===== config.mk =====
export PLATFORM = sky130hd
export DESIGN_NAME = router_fifo_eject_bridge
export DESIGN_NICKNAME = d
export VERILOG_FILES = /design/src/rtl/router_fifo_eject_bridge.sv
export SDC_FILE = /design/constraint.sdc
export NUM_CORES = 1
export LEC_CHECK = 0
export CAP_MARGIN = 15
export CORE_AREA = 2 2 208 210
export CTS_BUF_LIST = sky130_fd_sc_hd__clkbuf_8 sky130_fd_sc_hd__clkbuf_16
export DETAILED_ROUTE_END_ITERATION = 16
export DIE_AREA = 0 0 210 212
export PLACE_DENSITY = 0.79
export SYNTH_ARGS = -nofsm -noshare
export SYNTH_HDL_FRONTEND = slang
export SYNTH_SLANG_ARGS = --single-unit

===== constraint.sdc =====
create_clock -name clk_router -period 4.05 [get_ports clk_router]
set_clock_uncertainty 0.1 [all_clocks]
set_input_delay 0.81 -clock clk_router [delete_from_list [all_inputs] [get_ports clk_router]]
set_output_delay 0.81 -clock clk_router [all_outputs]
set_load 0.05 [all_outputs]

===== src/rtl/router_fifo_eject_bridge.sv =====
// Ejection bridge: reassembles router flits into a staged packet and drains header + payload into the noc2dla write FIFO.
// Optional protocol-error counter is built only when EJECT_ERR_CNT_EN is defined.

package router_fifo_eject_bridge_pkg;
    localparam int VC_NUM         = 4;
    localparam int VC_W           = 2;
    localparam int FLIT_DATA_SIZE = 32;

    localparam logic [1:0] HEAD     = 2'b00;
    localparam logic [1:0] BODY     = 2'b01;
    localparam logic [1:0] TAIL     = 2'b10;
    localparam logic [1:0] HEADTAIL = 2'b11;

    typedef struct packed {
        logic [1:0]                flit_type;
        logic [VC_W-1:0]           vc_id;
        logic [FLIT_DATA_SIZE-1:0] data;
    } flit_t;
endpackage

module router_fifo_eject_bridge
    import router_fifo_eject_bridge_pkg::*;
#(
    parameter int MAX_PKT_LEN  = 16,
    parameter int ONOFF_MARGIN = 2
) (
    input  logic                      clk_router,
    input  logic                      rst_router,
    input  flit_t                     router_data_out,
    input  logic                      router_valid_out,
    output logic [VC_NUM-1:0]         router_is_on_off_in,
    output logic [VC_NUM-1:0]         router_is_allocatable_in,
    input  logic                      noc2dla_fifo_afull,
    output logic                      noc2dla_fifo_wen,
    output logic [FLIT_DATA_SIZE-1:0] noc2dla_fifo_wdata,
    output logic [7:0]                eject_err_cnt
);

    localparam int F     = FLIT_DATA_SIZE;
    localparam int CNT_W = $clog2(MAX_PKT_LEN + 1);
    localparam int AW    = $clog2(MAX_PKT_LEN);
    localparam int PL_W  = F - 19;

    typedef enum logic [1:0] {
        ST_IDLE    = 2'd0,
        ST_COLLECT = 2'd1,
        ST_DRAIN   = 2'd2
    } state_t;

    state_t            state_q, state_d;
    logic [CNT_W-1:0]  cnt_q, cnt_d;
    logic [CNT_W-1:0]  len_q, len_d;
    logic [CNT_W-1:0]  ptr_q, ptr_d;
    logic [VC_W-1:0]   vc_q, vc_d;
    logic [3:0]        x_q, x_d;
    logic [3:0]        y_q, y_d;
    logic [2:0]        l_q, l_d;
    logic [PL_W-1:0]   pl_q, pl_d;
    logic              wen_q, wen_d;
    logic [F-1:0]      wdata_q, wdata_d;
    logic [VC_NUM-1:0] on_off_q, on_off_d;
    logic [VC_NUM-1:0] alloc_q, alloc_d;

    logic [F-1:0]      stage_q [MAX_PKT_LEN];
    logic              stage_we_s;
    logic [AW-1:0]     rd_idx_s;
    logic [F-1:0]      hdr_word_s;
    logic              latch_s;
    logic              err_s;
    logic              off_s;

    assign rd_idx_s   = AW'(ptr_q - CNT_W'(1));
    assign hdr_word_s = {x_q, y_q, l_q, 8'(len_q), pl_q};

    // Next-state, staging and drain logic
    always_comb begin
        state_d    = state_q;
        cnt_d      = cnt_q;
        len_d      = len_q;
        ptr_d      = ptr_q;
        vc_d       = vc_q;
        x_d        = x_q;
        y_d        = y_q;
        l_d        = l_q;
        pl_d       = pl_q;
        wen_d      = 1'b0;
        wdata_d    = wdata_q;
        stage_we_s = 1'b0;
        latch_s    = 1'b0;
        err_s      = 1'b0;

        case (state_q)
            ST_IDLE: begin
                if (router_valid_out) begin
                    case (router_data_out.flit_type)
                        HEAD: begin
                            latch_s = 1'b1;
                            cnt_d   = '0;
                            state_d = ST_COLLECT;
                        end
                        HEADTAIL: begin
                            latch_s = 1'b1;
                            len_d   = '0;
                            ptr_d   = '0;
                            state_d = ST_DRAIN;
                        end
                        default: err_s = 1'b1;
                    endcase
                end else begin
                    state_d = ST_IDLE;
                end
            end

            ST_COLLECT: begin
                if (!router_valid_out) begin
                    state_d = ST_COLLECT;
                end else if (router_data_out.vc_id != vc_q) begin
                    err_s = 1'b1;
                end else begin
                    case (router_data_out.flit_type)
                        HEAD: begin
                            // A fresh head abandons the partial packet
                            latch_s = 1'b1;
                            cnt_d   = '0;
                            err_s   = 1'b1;
                        end
                        HEADTAIL: begin
                            latch_s = 1'b1;
                            len_d   = '0;
                            ptr_d   = '0;
                            err_s   = 1'b1;
                            state_d = ST_DRAIN;
                        end
                        BODY: begin
                            if (cnt_q < CNT_W'(MAX_PKT_LEN)) begin
                                stage_we_s = 1'b1;
                                cnt_d      = cnt_q + CNT_W'(1);
                            end else begin
                                err_s = 1'b1;
                            end
                        end
                        TAIL: begin
                            if (cnt_q < CNT_W'(MAX_PKT_LEN)) begin
                                stage_we_s = 1'b1;
                                cnt_d      = cnt_q + CNT_W'(1);
                                len_d      = cnt_q + CNT_W'(1);
                            end else begin
                                err_s = 1'b1;
                                len_d = cnt_q;
                            end
                            ptr_d   = '0;
                            state_d = ST_DRAIN;
                        end
                        default: err_s = 1'b1;
                    endcase
                end
            end

            ST_DRAIN: begin
                err_s = router_valid_out;
                // ptr 0 is the header, ptr k>0 is stage[k-1]
                if (!noc2dla_fifo_afull) begin
                    wen_d   = 1'b1;
                    wdata_d = (ptr_q == '0) ? hdr_word_s : stage_q[rd_idx_s];
                    if (ptr_q == len_q) begin
                        ptr_d   = '0;
                        state_d = ST_IDLE;
                    end else begin
                        ptr_d = ptr_q + CNT_W'(1);
                    end
                end else begin
                    wen_d = 1'b0;
                end
            end

            default: begin
                state_d = ST_IDLE;
            end
        endcase

        if (latch_s) begin
            vc_d = router_data_out.vc_id;
            x_d  = router_data_out.data[F-1 -: 4];
            y_d  = router_data_out.data[F-5 -: 4];
            l_d  = router_data_out.data[F-9 -: 3];
            pl_d = router_data_out.data[PL_W-1:0];
        end else begin
            vc_d = vc_d;
        end
    end

    // Flow-control outputs derived from where the FSM is heading
    always_comb begin
        off_s = (state_d == ST_DRAIN) || noc2dla_fifo_afull ||
                ((state_d == ST_COLLECT) && (cnt_d >= CNT_W'(MAX_PKT_LEN - ONOFF_MARGIN)));
        on_off_d = {VC_NUM{~off_s}};
        alloc_d  = {VC_NUM{state_d == ST_IDLE}};
    end

    // Control and output registers
    always_ff @(posedge clk_router) begin
        if (rst_router) begin
            state_q  <= ST_IDLE;
            cnt_q    <= '0;
            len_q    <= '0;
            ptr_q    <= '0;
            vc_q     <= '0;
            x_q      <= 4'd0;
            y_q      <= 4'd0;
            l_q      <= 3'd0;
            pl_q     <= '0;
            wen_q    <= 1'b0;
            wdata_q  <= '0;
            on_off_q <= '1;
            alloc_q  <= '1;
        end else begin
            state_q  <= state_d;
            cnt_q    <= cnt_d;
            len_q    <= len_d;
            ptr_q    <= ptr_d;
            vc_q     <= vc_d;
            x_q      <= x_d;
            y_q      <= y_d;
            l_q      <= l_d;
            pl_q     <= pl_d;
            wen_q    <= wen_d;
            wdata_q  <= wdata_d;
            on_off_q <= on_off_d;
            alloc_q  <= alloc_d;
        end
    end

    // Staging RAM; contents are don't-care until written for the current packet
    always_ff @(posedge clk_router) begin
        if (stage_we_s && !rst_router) begin
            stage_q[AW'(cnt_q)] <= router_data_out.data;
        end
    end

    assign noc2dla_fifo_wen         = wen_q;
    assign noc2dla_fifo_wdata       = wdata_q;
    assign router_is_on_off_in      = on_off_q;
    assign router_is_allocatable_in = alloc_q;

`ifdef EJECT_ERR_CNT_EN
    logic [7:0] err_cnt_q, err_cnt_d;

    // Saturating error counter
    always_comb begin
        if (err_s && (err_cnt_q != 8'hFF)) begin
            err_cnt_d = err_cnt_q + 8'd1;
        end else begin
            err_cnt_d = err_cnt_q;
        end
    end

    // Error counter register
    always_ff @(posedge clk_router) begin
        if (rst_router) begin
            err_cnt_q <= 8'd0;
        end else begin
            err_cnt_q <= err_cnt_d;
        end
    end

    assign eject_err_cnt = err_cnt_q;
`else
    logic err_unused_s;
    assign err_unused_s  = err_s;
    assign eject_err_cnt = 8'd0;
`endif

endmodule


==> results.ini <==
[synthesis]
async_flop_share_pct = 0
ys.flop_type = edfxtp_1
synth_edf_count = 512
yosys_warnings = 0
synth_simple_gate_area_share_pct = 5.50
synth_cell_types = 43
synth_xor_area_share_pct = 0.536
synth_compound_area_share_pct = 4.71
synthAdderAreaFrac_pct = 0.546
synth_top_family_by_area = multiplexers
synth.area.mux_share_pct = 12.6
avgSynthCellArea_um2 = 17.3
synth_area_mm2 = 0.0229
ys_ff_latch = 590
yosysSeqAreaShare_pct = 74.0
synthCells = 1326

[setup_path]
r2r.worst_path.cells = 8
crit_arrival_ns = 3.66
critPathLaunch = ptr_q[1]
r2r-end = noc2dla_fifo_wdata[0]
r2r_slack_ns = 0.73
endpoint_kind = register
crit_end = noc2dla_fifo_wdata[0]
critPathMaxStageDelay_ns = 0.87
criticalPathCategory = reg -> reg
r2r-start = ptr_q[1]
required_ns = 4.39
start_kind = register
crit_path_top_delay_cell = a2111oi_0
crit_fanout = 14
crit_chain = inv_1, ha_1, xnor2_1, nand2b_1, buf_4, a21oi_1, a2111oi_0, nor2_1

[clock_tree]
clk_latency_ns = 0.61
cts_sinks = 590
cts_setup_buffers = 0
cts.repair.resized = 0
clk_path_buf_depth = 3
cts_root_buf = clkbuf_16
cts_max_level = 2
path_clk_slew_ns = 0.06
cts_buffers = 55
hold_buffers = 0
cts_tree = done

[die]
initial_core_util_pct = 53.9
core.rowCount = 76
core_mm2 = 0.0425
fp.dieArea_mm2 = 0.0445
die_height_um = 212
die_width_um = 210
io_pins = 89

[place]
place.gp.congestion = 0.841
io_buffers = 80
hpwlAfterDp_um = 33500

[drt]
drcViolationCount = 0
drt-met1-wl_um = 21200
vias = 12900
drt-initial-drc-count = 1721
dr.pass1.iters = 7
wl_met2_um = 26400
wl_met3_um = 6360
antenna_left = 0
wl_per_cell_um = 27.6
top_layer_used = met4
routed_wl_um = 55600
vias_per_cell = 6.40

[global_route]
grt_overflow_total = 0
track_usage_pct = 25.4
antenna_found_initial = 1
first_global_vias = 12800
grt_max_degree = 81
grt_first_pass_wirelength_um = 82200

[power_and_ir_drop]
vdd_drop_max_mv = 0.306
p_int_w = 0.00935
swShare_pct = 20.4
power_density_mw_per_mm2 = 447
pwr-share-seq_pct = 56.5
pwr-share-clk_pct = 40.7
p_sw_w = 0.00239
p_leak_nw = 8.30
p_comb_share_pct = 2.7

[final_layout]
area_delta_synth_final_pct = 14.5
layout-drive-gt1-share_pct = 18.2
layout.nets = 1472
final_core_util_pct = 61.7

[status]
status = complete, no violations

[timing]
hold_slack_ns = 0.361
final_hold_viol_count = 0
worst_pin_slew_ns = 1.24
slew_viol_final = 0
relSlewSlack_pct = 17.6
setup_tns_ns = 0
fin_crit_ns = 3.32
setup_viol = 0
rsz0062_at_grt = false
fmax_mhz = 302
min_period_over_period_pct = 81.9

[min_path]
holdPathStages = 2
hp-class = reg -> reg

[run]
cap_violations = 0

==> how the worst min path moves through the flow <==
| stage | from | to |
|---|---|---|
| floorplan | l_q[0] | l_q[0] |
| finish | x_q[2] | x_q[2] |
| global route | y_q[2] | y_q[2] |
| global placement | y_q[2] | y_q[2] |
| CTS | x_q[3] | x_q[3] |
| detailed placement | x_q[3] | x_q[3] |
==> cell families after synthesis <==
| logic type | Yosys count |
|---|---|
| xor+xnor | 14 |
| buf+inv | 99 |
| compound gates | 184 |
| simple gates | 299 |
| flops | 590 |
| fa+ha+maj | 10 |
| other cells | 1 |
| mux | 129 |
==> flip-flops by register name, indices dropped and copies added (netlist names), 3 cells and up <==
register,count
stage_q,512
noc2dla_fifo_wdata,32
pl_q,13
cnt_q,5
len_q,5
ptr_q,5
x_q,4
y_q,4
l_q,3
==> cells in the mapped netlist, drive strengths merged (6+ instances only) <==
cell type	count	area, um2
nor3	15	85.1
edfxtp	512	15400
buf	41	259
clkbuf	49	184
nor2b	7	43.8
xor2	6	52.6
inv	9	33.8
a2111oi	29	254
a21oi	104	521
nand2	179	672
ha	10	125
nand2b	8	50.1
o21ai	33	165
nor2	70	263
mux4	128	2880
xnor2	8	70.1
a22oi	6	45.0
dfxtp	78	1560
==> power groups by stage <==
stage	registers [W]	logic (W)	clock network (W)
6_report	0.00664	0.000318	0.00478
5_1_grt	0.00663	0.000338	0.00505
4_1_cts	0.00664	0.000315	0.00485
3_5_place_dp	0.00676	0.000313	0
3_3_place_gp	0.00676	0.000300	0
2_1_floorplan	0.00679	0.000111	0
==> cell usage in the layout, fill, tap and decap left out, types with 2 or more instances in the layout <==
master           synthesis  final
xor2_1                   6      5
clkbuf_8                 0      5
inv_1                    9     27
nand4b_1                 2      2
clkbuf_16                0     56
a31o_1                   3      3
dfxtp_1                 78     77
nor2_4                   0     12
o21ai_0                 32     32
xnor2_1                  8      7
nand3_1                  3      3
or3_1                    3      3
conb_1                   1      8
clkdlybuf4s50_1          0     79
clkinv_1                 0     10
nor4_1                   2      2
mux4_2                 128    128
a2111oi_0               29     29
nor3_1                  13      9
a21oi_1                104    104
buf_4                   20     35
nand2_1                179    179
ha_1                    10      9
o31ai_1                  2      2
nor3_4                   0      5
and3_1                   2      2
nor2_1                  70     57
a31oi_1                  3      3
a22oi_1                  6      6
edfxtp_1               512    512
nor2b_1                  7      7
nand3b_1                 3      3
clkinv_2                 0      6
buf_12                   0      7
nand2b_1                 8      8
==> layer usage <==
metal / global-route usage [%] / up-vias
li1: - / 5349
met4: 8.27 / 0
met2: 39.8 / 888
met5: 0 / -
met1: 35.8 / 6528
met3: 6.26 / 106
==> per-stage QoR <==
step	total power, W	area [um2]	setup WS [ns]	cells
final	0.0117	26200	0.735	2011
after floorplan	0.00690	22900	0.632	1333
after detailed placement	0.00708	24600	0.552	1911
after CTS	0.0118	26200	0.851	2010
after global placement	0.00706	24600	0.619	1911
after global routing	0.0120	26200	0.642	2011
==> worst max-delay path: cells and delay by family, from the launching register on <==
kind,cells,cell delay [ns]
flip-flops,1,0.45
AND/OR/NAND/NOR,2,0.73
adder cells (fa/ha/maj),1,0.24
buffers and inverters,2,0.46
XOR/XNOR,1,0.22
AO/OA/AOI/OAI,2,0.94
==> layout make-up <==
class,count,area (um2)
clock buffer,61,1470
tap,546,683
clock inverter,38,198
sequential,590,16900
multi-input combinational,644,5700
inverter,9,33.8
fill,2847,16300
antenna,1,2.50
timing repair buffer,122,1200
Note: power is estimated with default switching activity, not from simulation.
